**config.mk**
```make
export PLATFORM = sky130hd
export DESIGN_NAME = fft_spi_in_flat
export DESIGN_NICKNAME = d
export VERILOG_FILES = /design/src/rtl/fft_spi_in_pkg.sv /design/src/rtl/fft_spi_in_if.sv /design/src/rtl/fft_spi_in_spi_sync_edge.sv /design/src/rtl/fft_spi_in.sv /design/src/flat_wrapper.sv
export SDC_FILE = /design/constraint.sdc
export NUM_CORES = 1
export LEC_CHECK = 0
export CAP_MARGIN = 20
export CORE_ASPECT_RATIO = 2
export CORE_MARGIN = 2
export CORE_UTILIZATION = 62
export CTS_BUF_LIST = sky130_fd_sc_hd__clkbuf_4 sky130_fd_sc_hd__clkbuf_8
export CTS_CLUSTER_DIAMETER = 100
export DETAILED_ROUTE_END_ITERATION = 7
export PLACE_DENSITY = 0.87
export SETUP_SLACK_MARGIN = 0.05
export SLEW_MARGIN = 20
export SYNTH_ARGS = -nofsm -noshare
export SYNTH_HDL_FRONTEND = slang
export SYNTH_HIERARCHICAL = 1
export SYNTH_SLANG_ARGS = --single-unit
```
**constraint.sdc**
```tcl
create_clock -name clk -period 6.9 [get_ports clk]
set_clock_uncertainty 0.15 [all_clocks]
set_input_delay 0.69 -clock clk [delete_from_list [all_inputs] [get_ports clk]]
set_output_delay 0.69 -clock clk [all_outputs]
set_load 0.1 [all_outputs]
```
**src/rtl/fft_spi_in_pkg.sv**
```systemverilog
// Shared constants for the FFT SPI link: frame geometry and the receiver state encodings.
package fft_spi_in_pkg;

    localparam int FFT_N   = 16;
    localparam int FFT_MSB = 8;

    localparam logic [1:0] IN_IDLE  = 2'd0;
    localparam logic [1:0] IN_SHIFT = 2'd1;
    localparam logic [1:0] IN_GAP   = 2'd2;

    typedef enum logic [1:0] {
        ST_IDLE  = IN_IDLE,
        ST_SHIFT = IN_SHIFT,
        ST_GAP   = IN_GAP
    } in_state_e;

endpackage

```
**src/rtl/fft_spi_in_if.sv**
```systemverilog
// SPI pins plus the parallel frame output of the FFT input receiver.
interface fft_spi_in_if
    import fft_spi_in_pkg::*;
#(
    parameter int N   = FFT_N,
    parameter int MSB = FFT_MSB
);

    logic                     sclk;
    logic                     mosi;
    logic                     cs;
    logic [2*N*MSB-1:0]       data_bus;
    logic                     frame_valid;
    logic                     frame_err;
    logic [$clog2(2*N)-1:0]   word_idx;

    modport slave (
        input  sclk,
        input  mosi,
        input  cs,
        output data_bus,
        output frame_valid,
        output frame_err,
        output word_idx
    );

    modport master (
        output sclk,
        output mosi,
        output cs,
        input  data_bus,
        input  frame_valid,
        input  frame_err,
        input  word_idx
    );

endinterface

```
**src/rtl/fft_spi_in_spi_sync_edge.sv**
```systemverilog
// Two-flop synchroniser for an asynchronous pin followed by a delayed copy for edge detection.
module spi_sync_edge #(
    parameter logic RST_VAL = 1'b0
) (
    input  logic clk,
    input  logic rst_n,
    input  logic din,
    output logic sync,
    output logic rise,
    output logic fall
);

    // [0] first sync stage, [1] synchronised level, [2] delayed copy for edge detect
    logic [2:0] pipe_q, pipe_d;

    always_comb begin
        pipe_d = {pipe_q[1:0], din};
    end

    always_ff @(posedge clk or negedge rst_n) begin
        if (!rst_n) begin
            pipe_q <= {3{RST_VAL}};
        end else begin
            pipe_q <= pipe_d;
        end
    end

    assign sync = pipe_q[1];
    assign rise = pipe_q[1] & ~pipe_q[2];
    assign fall = ~pipe_q[1] & pipe_q[2];

endmodule

```
**src/rtl/fft_spi_in.sv**
```systemverilog
// SPI slave that assembles 2*N MSB-bit words (one per byte transfer) into a frame and
// publishes the whole frame atomically with a one-cycle valid pulse.
module fft_spi_in
    import fft_spi_in_pkg::*;
#(
    parameter int N       = FFT_N,
    parameter int MSB     = FFT_MSB,
    parameter int TIMEOUT = 1024
) (
    input  logic         clk,
    input  logic         rst_n,
    fft_spi_in_if.slave  spi
);

    localparam int WORDS = 2 * N;
    localparam int BUS_W = WORDS * MSB;
    localparam int IDX_W = $clog2(WORDS);
    localparam int BIT_W = $clog2(MSB);
    localparam int TMO_W = $clog2(TIMEOUT);

    localparam logic [IDX_W-1:0] LAST_IDX = IDX_W'(WORDS - 1);
    localparam logic [BIT_W-1:0] LAST_BIT = BIT_W'(MSB - 1);
    localparam logic [TMO_W-1:0] TMO_LAST = TMO_W'(TIMEOUT - 1);

    logic sclk_s, sclk_rise, sclk_fall;
    logic cs_s, cs_rise, cs_fall;
    logic mosi_s;
    logic unused_sync;

    logic [1:0]       mosi_sync_q, mosi_sync_d;
    in_state_e        state_q, state_d;
    logic [MSB-1:0]   shift_q, shift_d;
    logic [BIT_W-1:0] bit_cnt_q, bit_cnt_d;
    logic [IDX_W-1:0] word_idx_q, word_idx_d;
    logic [TMO_W-1:0] tmo_q, tmo_d;
    logic [BUS_W-1:0] shadow_q, shadow_d;
    logic [BUS_W-1:0] data_bus_q, data_bus_d;
    logic             frame_done_q, frame_done_d;
    logic             frame_valid_q, frame_valid_d;
    logic             frame_err_q, frame_err_d;
    logic [MSB-1:0]   new_word;

    spi_sync_edge #(.RST_VAL(1'b0)) u_sclk_sync (
        .clk  (clk),
        .rst_n(rst_n),
        .din  (spi.sclk),
        .sync (sclk_s),
        .rise (sclk_rise),
        .fall (sclk_fall)
    );

    spi_sync_edge #(.RST_VAL(1'b1)) u_cs_sync (
        .clk  (clk),
        .rst_n(rst_n),
        .din  (spi.cs),
        .sync (cs_s),
        .rise (cs_rise),
        .fall (cs_fall)
    );

    // mosi is aligned with the synchronised sclk level, so no edge stage is needed
    always_comb begin
        mosi_sync_d = {mosi_sync_q[0], spi.mosi};
    end

    assign mosi_s      = mosi_sync_q[1];
    assign new_word    = {shift_q[MSB-2:0], mosi_s};
    assign unused_sync = ^{sclk_s, sclk_fall, cs_s};

    always_comb begin
        state_d       = state_q;
        shift_d       = shift_q;
        bit_cnt_d     = bit_cnt_q;
        word_idx_d    = word_idx_q;
        tmo_d         = tmo_q;
        shadow_d      = shadow_q;
        data_bus_d    = data_bus_q;
        frame_done_d  = 1'b0;
        frame_valid_d = frame_done_q;
        frame_err_d   = 1'b0;

        if (frame_done_q) begin
            data_bus_d = shadow_q;
        end

        // Bits are taken before any cs rise in the same cycle so a final edge still completes
        if (state_q == ST_SHIFT && sclk_rise) begin
            if (bit_cnt_q == LAST_BIT) begin
                shadow_d[word_idx_q*MSB +: MSB] = new_word;
                bit_cnt_d = '0;
                if (word_idx_q == LAST_IDX) begin
                    word_idx_d   = '0;
                    frame_done_d = 1'b1;
                end else begin
                    word_idx_d = word_idx_q + 1'b1;
                end
            end else begin
                shift_d   = new_word;
                bit_cnt_d = bit_cnt_q + 1'b1;
            end
        end

        if (cs_fall) begin
            tmo_d = '0;
        end else if (state_q == ST_GAP && tmo_q != TMO_LAST) begin
            tmo_d = tmo_q + 1'b1;
        end

        case (state_q)
            ST_IDLE: begin
                if (cs_fall) begin
                    state_d = ST_SHIFT;
                end
            end
            ST_SHIFT: begin
                if (cs_rise) begin
                    if (bit_cnt_d != '0) begin
                        bit_cnt_d   = '0;
                        frame_err_d = 1'b1;
                    end
                    state_d = (word_idx_d == '0) ? ST_IDLE : ST_GAP;
                end
            end
            ST_GAP: begin
                if (cs_fall) begin
                    state_d = ST_SHIFT;
                end else if (tmo_q == TMO_LAST) begin
                    state_d     = ST_IDLE;
                    word_idx_d  = '0;
                    frame_err_d = 1'b1;
                end
            end
            default: begin
                state_d = ST_IDLE;
            end
        endcase
    end

    always_ff @(posedge clk or negedge rst_n) begin
        if (!rst_n) begin
            mosi_sync_q   <= '0;
            state_q       <= ST_IDLE;
            shift_q       <= '0;
            bit_cnt_q     <= '0;
            word_idx_q    <= '0;
            tmo_q         <= '0;
            shadow_q      <= '0;
            data_bus_q    <= '0;
            frame_done_q  <= 1'b0;
            frame_valid_q <= 1'b0;
            frame_err_q   <= 1'b0;
        end else begin
            mosi_sync_q   <= mosi_sync_d;
            state_q       <= state_d;
            shift_q       <= shift_d;
            bit_cnt_q     <= bit_cnt_d;
            word_idx_q    <= word_idx_d;
            tmo_q         <= tmo_d;
            shadow_q      <= shadow_d;
            data_bus_q    <= data_bus_d;
            frame_done_q  <= frame_done_d;
            frame_valid_q <= frame_valid_d;
            frame_err_q   <= frame_err_d;
        end
    end

    assign spi.data_bus    = data_bus_q;
    assign spi.frame_valid = frame_valid_q;
    assign spi.frame_err   = frame_err_q;
    assign spi.word_idx    = word_idx_q;

endmodule
```
**src/flat_wrapper.sv**
```systemverilog
// flat-port wrapper written by rule: the top's interface ports become plain ports
module fft_spi_in_flat import fft_spi_in_pkg::*;
#(
    parameter int N       = FFT_N,
    parameter int MSB     = FFT_MSB,
    parameter int TIMEOUT = 1024
)
  (clk, rst_n, spi_sclk, spi_mosi, spi_cs, spi_data_bus, spi_frame_valid, spi_frame_err, spi_word_idx);
  fft_spi_in_if #(.N(N), .MSB(MSB)) spi_i ();
  input  logic clk;
  input  logic rst_n;
  input wire logic [$bits(spi_i.sclk)-1:0] spi_sclk;
  input wire logic [$bits(spi_i.mosi)-1:0] spi_mosi;
  input wire logic [$bits(spi_i.cs)-1:0] spi_cs;
  output wire logic [$bits(spi_i.data_bus)-1:0] spi_data_bus;
  output wire logic [$bits(spi_i.frame_valid)-1:0] spi_frame_valid;
  output wire logic [$bits(spi_i.frame_err)-1:0] spi_frame_err;
  output wire logic [$bits(spi_i.word_idx)-1:0] spi_word_idx;
  assign spi_i.sclk = spi_sclk;
  assign spi_i.mosi = spi_mosi;
  assign spi_i.cs = spi_cs;
  assign spi_data_bus = spi_i.data_bus;
  assign spi_frame_valid = spi_i.frame_valid;
  assign spi_frame_err = spi_i.frame_err;
  assign spi_word_idx = spi_i.word_idx;
  fft_spi_in #(.N(N), .MSB(MSB), .TIMEOUT(TIMEOUT)) u_core (.clk(clk), .rst_n(rst_n), .spi(spi_i));
endmodule
```
==> out/qor.csv <==
stage;metric;value;unit
outcome;status;finished clean;
setup_path;crit_path_start_kind;flip-flop;
clocking;clock_path_buffers;3;
setup_path;r2r_slack;2.78;ns
clocking;cts_tree;yes;
setup_path;critPathLaunch;u_core/spi.word_idx[0];
placement;hpwl;37700;um
drt;drt_iter0_markers;790;
floorplan;rows;97;
logic_synthesis;syn_inst;1527;
placement;detailed_place.area;25100;um2
setup_path;rr_endpoint;u_core/shadow_q[86];
placement;gp_congestion;0.906;
setup_path;endpoint_kind;flip-flop;
clocking;clkTransAtPathRegs;0.08;ns
floorplan;boundaryPins;268;
power;seqPwrFrac;0.551;
job;max_cap_violations;0;
drt;wl;54200;um
sta;holdWs;0.206;ns
floorplan;design.core.area;35100;um2
setup_path;slowest_delay;0.81;ns
sta;rsz0062_at_grt;no;
global_routing;grt_pass1_vias;14900;
setup_path;cp.depth;9;
setup_path;critPathMostFrequentCell;ha_1;
final_layout;finalNetCount;1813;
sta;hold_viol_final;0;
sta;max_slew_margin;0.239;
sta;finalCriticalPeriod;4.12;ns
setup_path;worstSetupPathType;flip-flop to flip-flop;
setup_path;cpLargestDelayFamily;simple AND/OR/NAND/NOR gates;
drt;dr.pass1.iters;5;
placement;numPortBuffers;267;
setup_path;rr_startpoint;u_core/spi.word_idx[0];
power;intPower;4640;uW
power;p_clk_frac;0.401;
setup_path;cp.arrival;4.46;ns
hold_path;hold_path_class;flip-flop to flip-flop;
floorplan;die_area;37300;um2
power;leakagePower;0.0129;uW
power;peakVddDrop;0.164;mV
sta;worstMarginPinSlew;1.14;ns
sta;finalSetupViolCount;0;
sta;fin_crit_sh;0.597;
setup_path;cp.required;7.24;ns
global_routing;antenna_found_initial;1;
drt;ant_nets;0;
sta;drv_slew;0;
power;combPwrFrac;0.047;
clocking;cts_resized;0;
setup_path;crit_slowest_cell;nor4_4;
global_routing;track_usage;0.299;
logic_synthesis;synth.avg_cell_area;14.5;um2
final_layout;final_area;26600;um2
power;power_switching;1470;uW
setup_path;path_cells;inv_1 > ha_1 > nand2b_1 > nor2_1 > ha_1 > nor2b_1 > nand2_1 > nor4_4 > mux2_2;
global_routing;grt_pass1_wl;83600;um
drt;vias;13800;
final_layout;drive_gt1_frac;0.351;
logic_synthesis;netlist_area;22100;um2
drt;drc;0;
final_layout;areaGrowthSynthToFinish;20.5;%
setup_path;cp_max_fo;22;
floorplan;die_x;138;um
logic_synthesis;syn_nets;1543;
setup_path;endpoint;u_core/shadow_q[86];
clocking;cts_htree_levels;3;
clocking;ctsRootBufferMaster;clkbuf_8;
floorplan;chipHeight;271;um
clocking;cts.sinks;550;
global_routing;grt_overflow;0;
global_routing;grt_max_degree;187;
drt;wl_per_cell;23.6;um
logic_synthesis;yosysWarningCount;6;
setup_path;reg2reg_depth;9;
floorplan;initial_utilization;0.630;
clocking;cts_made_buffers;71;
sta;fmax;243;MHz
drt;viasPerCell;6.04;
power;swShare;0.241;
setup_path;path_buf_inv;1;
clocking;clock_latency;0.62;ns
sta;fin_setup_tns;0;ns
power;p_per_area;229;nW/um2
## worst min-delay path by stage
stage / startpoint / end / slack (ns) / depth (start not counted)
2_1_floorplan: u_core/mosi_sync_q[0] / u_core/mosi_sync_q[1] / 0.18 / 0
3_3_place_gp: u_core/u_sclk_sync/pipe_q[0] / u_core/u_sclk_sync/pipe_q[1] / 0.19 / 0
3_5_place_dp: u_core/mosi_sync_q[0] / u_core/mosi_sync_q[1] / 0.20 / 0
4_1_cts: u_core/u_cs_sync/pipe_q[0] / u_core/u_cs_sync/pipe_q[1] / 0.21 / 0
5_1_grt: u_core/u_cs_sync/pipe_q[0] / u_core/u_cs_sync/pipe_q[1] / 0.21 / 0
6_report: u_core/mosi_sync_q[0] / u_core/mosi_sync_q[1] / 0.21 / 0
## metal layers
layer | vias to the layer above | share of wire | track usage
li1 | 5962 | - | -
met1 | 7199 | 0.34 | 0.325
met2 | 498 | 0.56 | 0.543
met3 | 183 | 0.050 | 0.0506
met4 | 0 | 0.053 | 0.157
met5 | - | 0 | 0
## state kept, by name (all words and copies together), names as in the netlist
register                   flops
u_core/spi.frame_valid         1
u_core/spi.data_bus          256
u_core/bit_cnt_q               3
u_core/state_q                 2
u_core/shadow_q              256
u_core/tmo_q                  10
u_core/u_cs_sync/pipe_q        3
u_core/shift_q                 7
u_core/spi.frame_err           1
u_core/frame_done_q            1
u_core/u_sclk_sync/pipe_q      3
u_core/mosi_sync_q             2
u_core/spi.word_idx            5
## final cells by class
cell class,count,area (um2)
flip-flops and latches,550,13800
fillers,2076,8440
multi-input cells,874,7960
repair buffers,276,2790
clock buffers,110,1380
well taps,445,557
clock inverters,13,98.8
inverters,24,90.1
diodes,1,2.50
## power by group through the flow
stage	Sequential [uW]	Clock, uW	Combinational (uW)
final	3370	2450	290
after global routing	3360	2640	315
after CTS	3360	2500	289
after detailed placement	3420	0	286
after global placement	3420	0	274
after floorplan	3340	0	169
## stage by stage
stage,util,total power [uW],setup WS [ns],cells
detailed placement,0.717,3710,2.85,2168
CTS,0.759,6150,2.81,2292
global route,0.759,6320,2.51,2293
floorplan,-,3510,2.67,1527
finish,0.759,6110,2.78,2293
global placement,0.717,3690,3.02,2168
## layout by cell type, fill, tap and decap left out, drive strengths merged, types with 7 or more instances in the layout
master	instances
xnor2	7
nand3	14
buf	9
mux2	495
clkdlybuf4s50	266
nor2	71
nor4	8
inv	25
clkinv	9
nor3b	8
clkbuf	110
o21ai	23
mux2i	17
a21oi	10
nand2	49
dfrtp	547
ha	11
and2	11
nor3	53
and3	18
nand4	16
## timing repair
action	CTS	global route
hold buffers	1	0
buffers inserted	0	0
endpoints found under the hold margin	55	0
## worst register-to-register path: stages (launching register included)
cell      delay, ns
dfrtp_1        0.77
inv_1          0.18
ha_1           0.34
nand2b_1       0.19
nor2_1         0.06
ha_1           0.26
nor2b_1        0.36
nand2_1        0.44
nor4_4         0.81
mux2_2         0.41
Power figures use the tool's default switching activity.
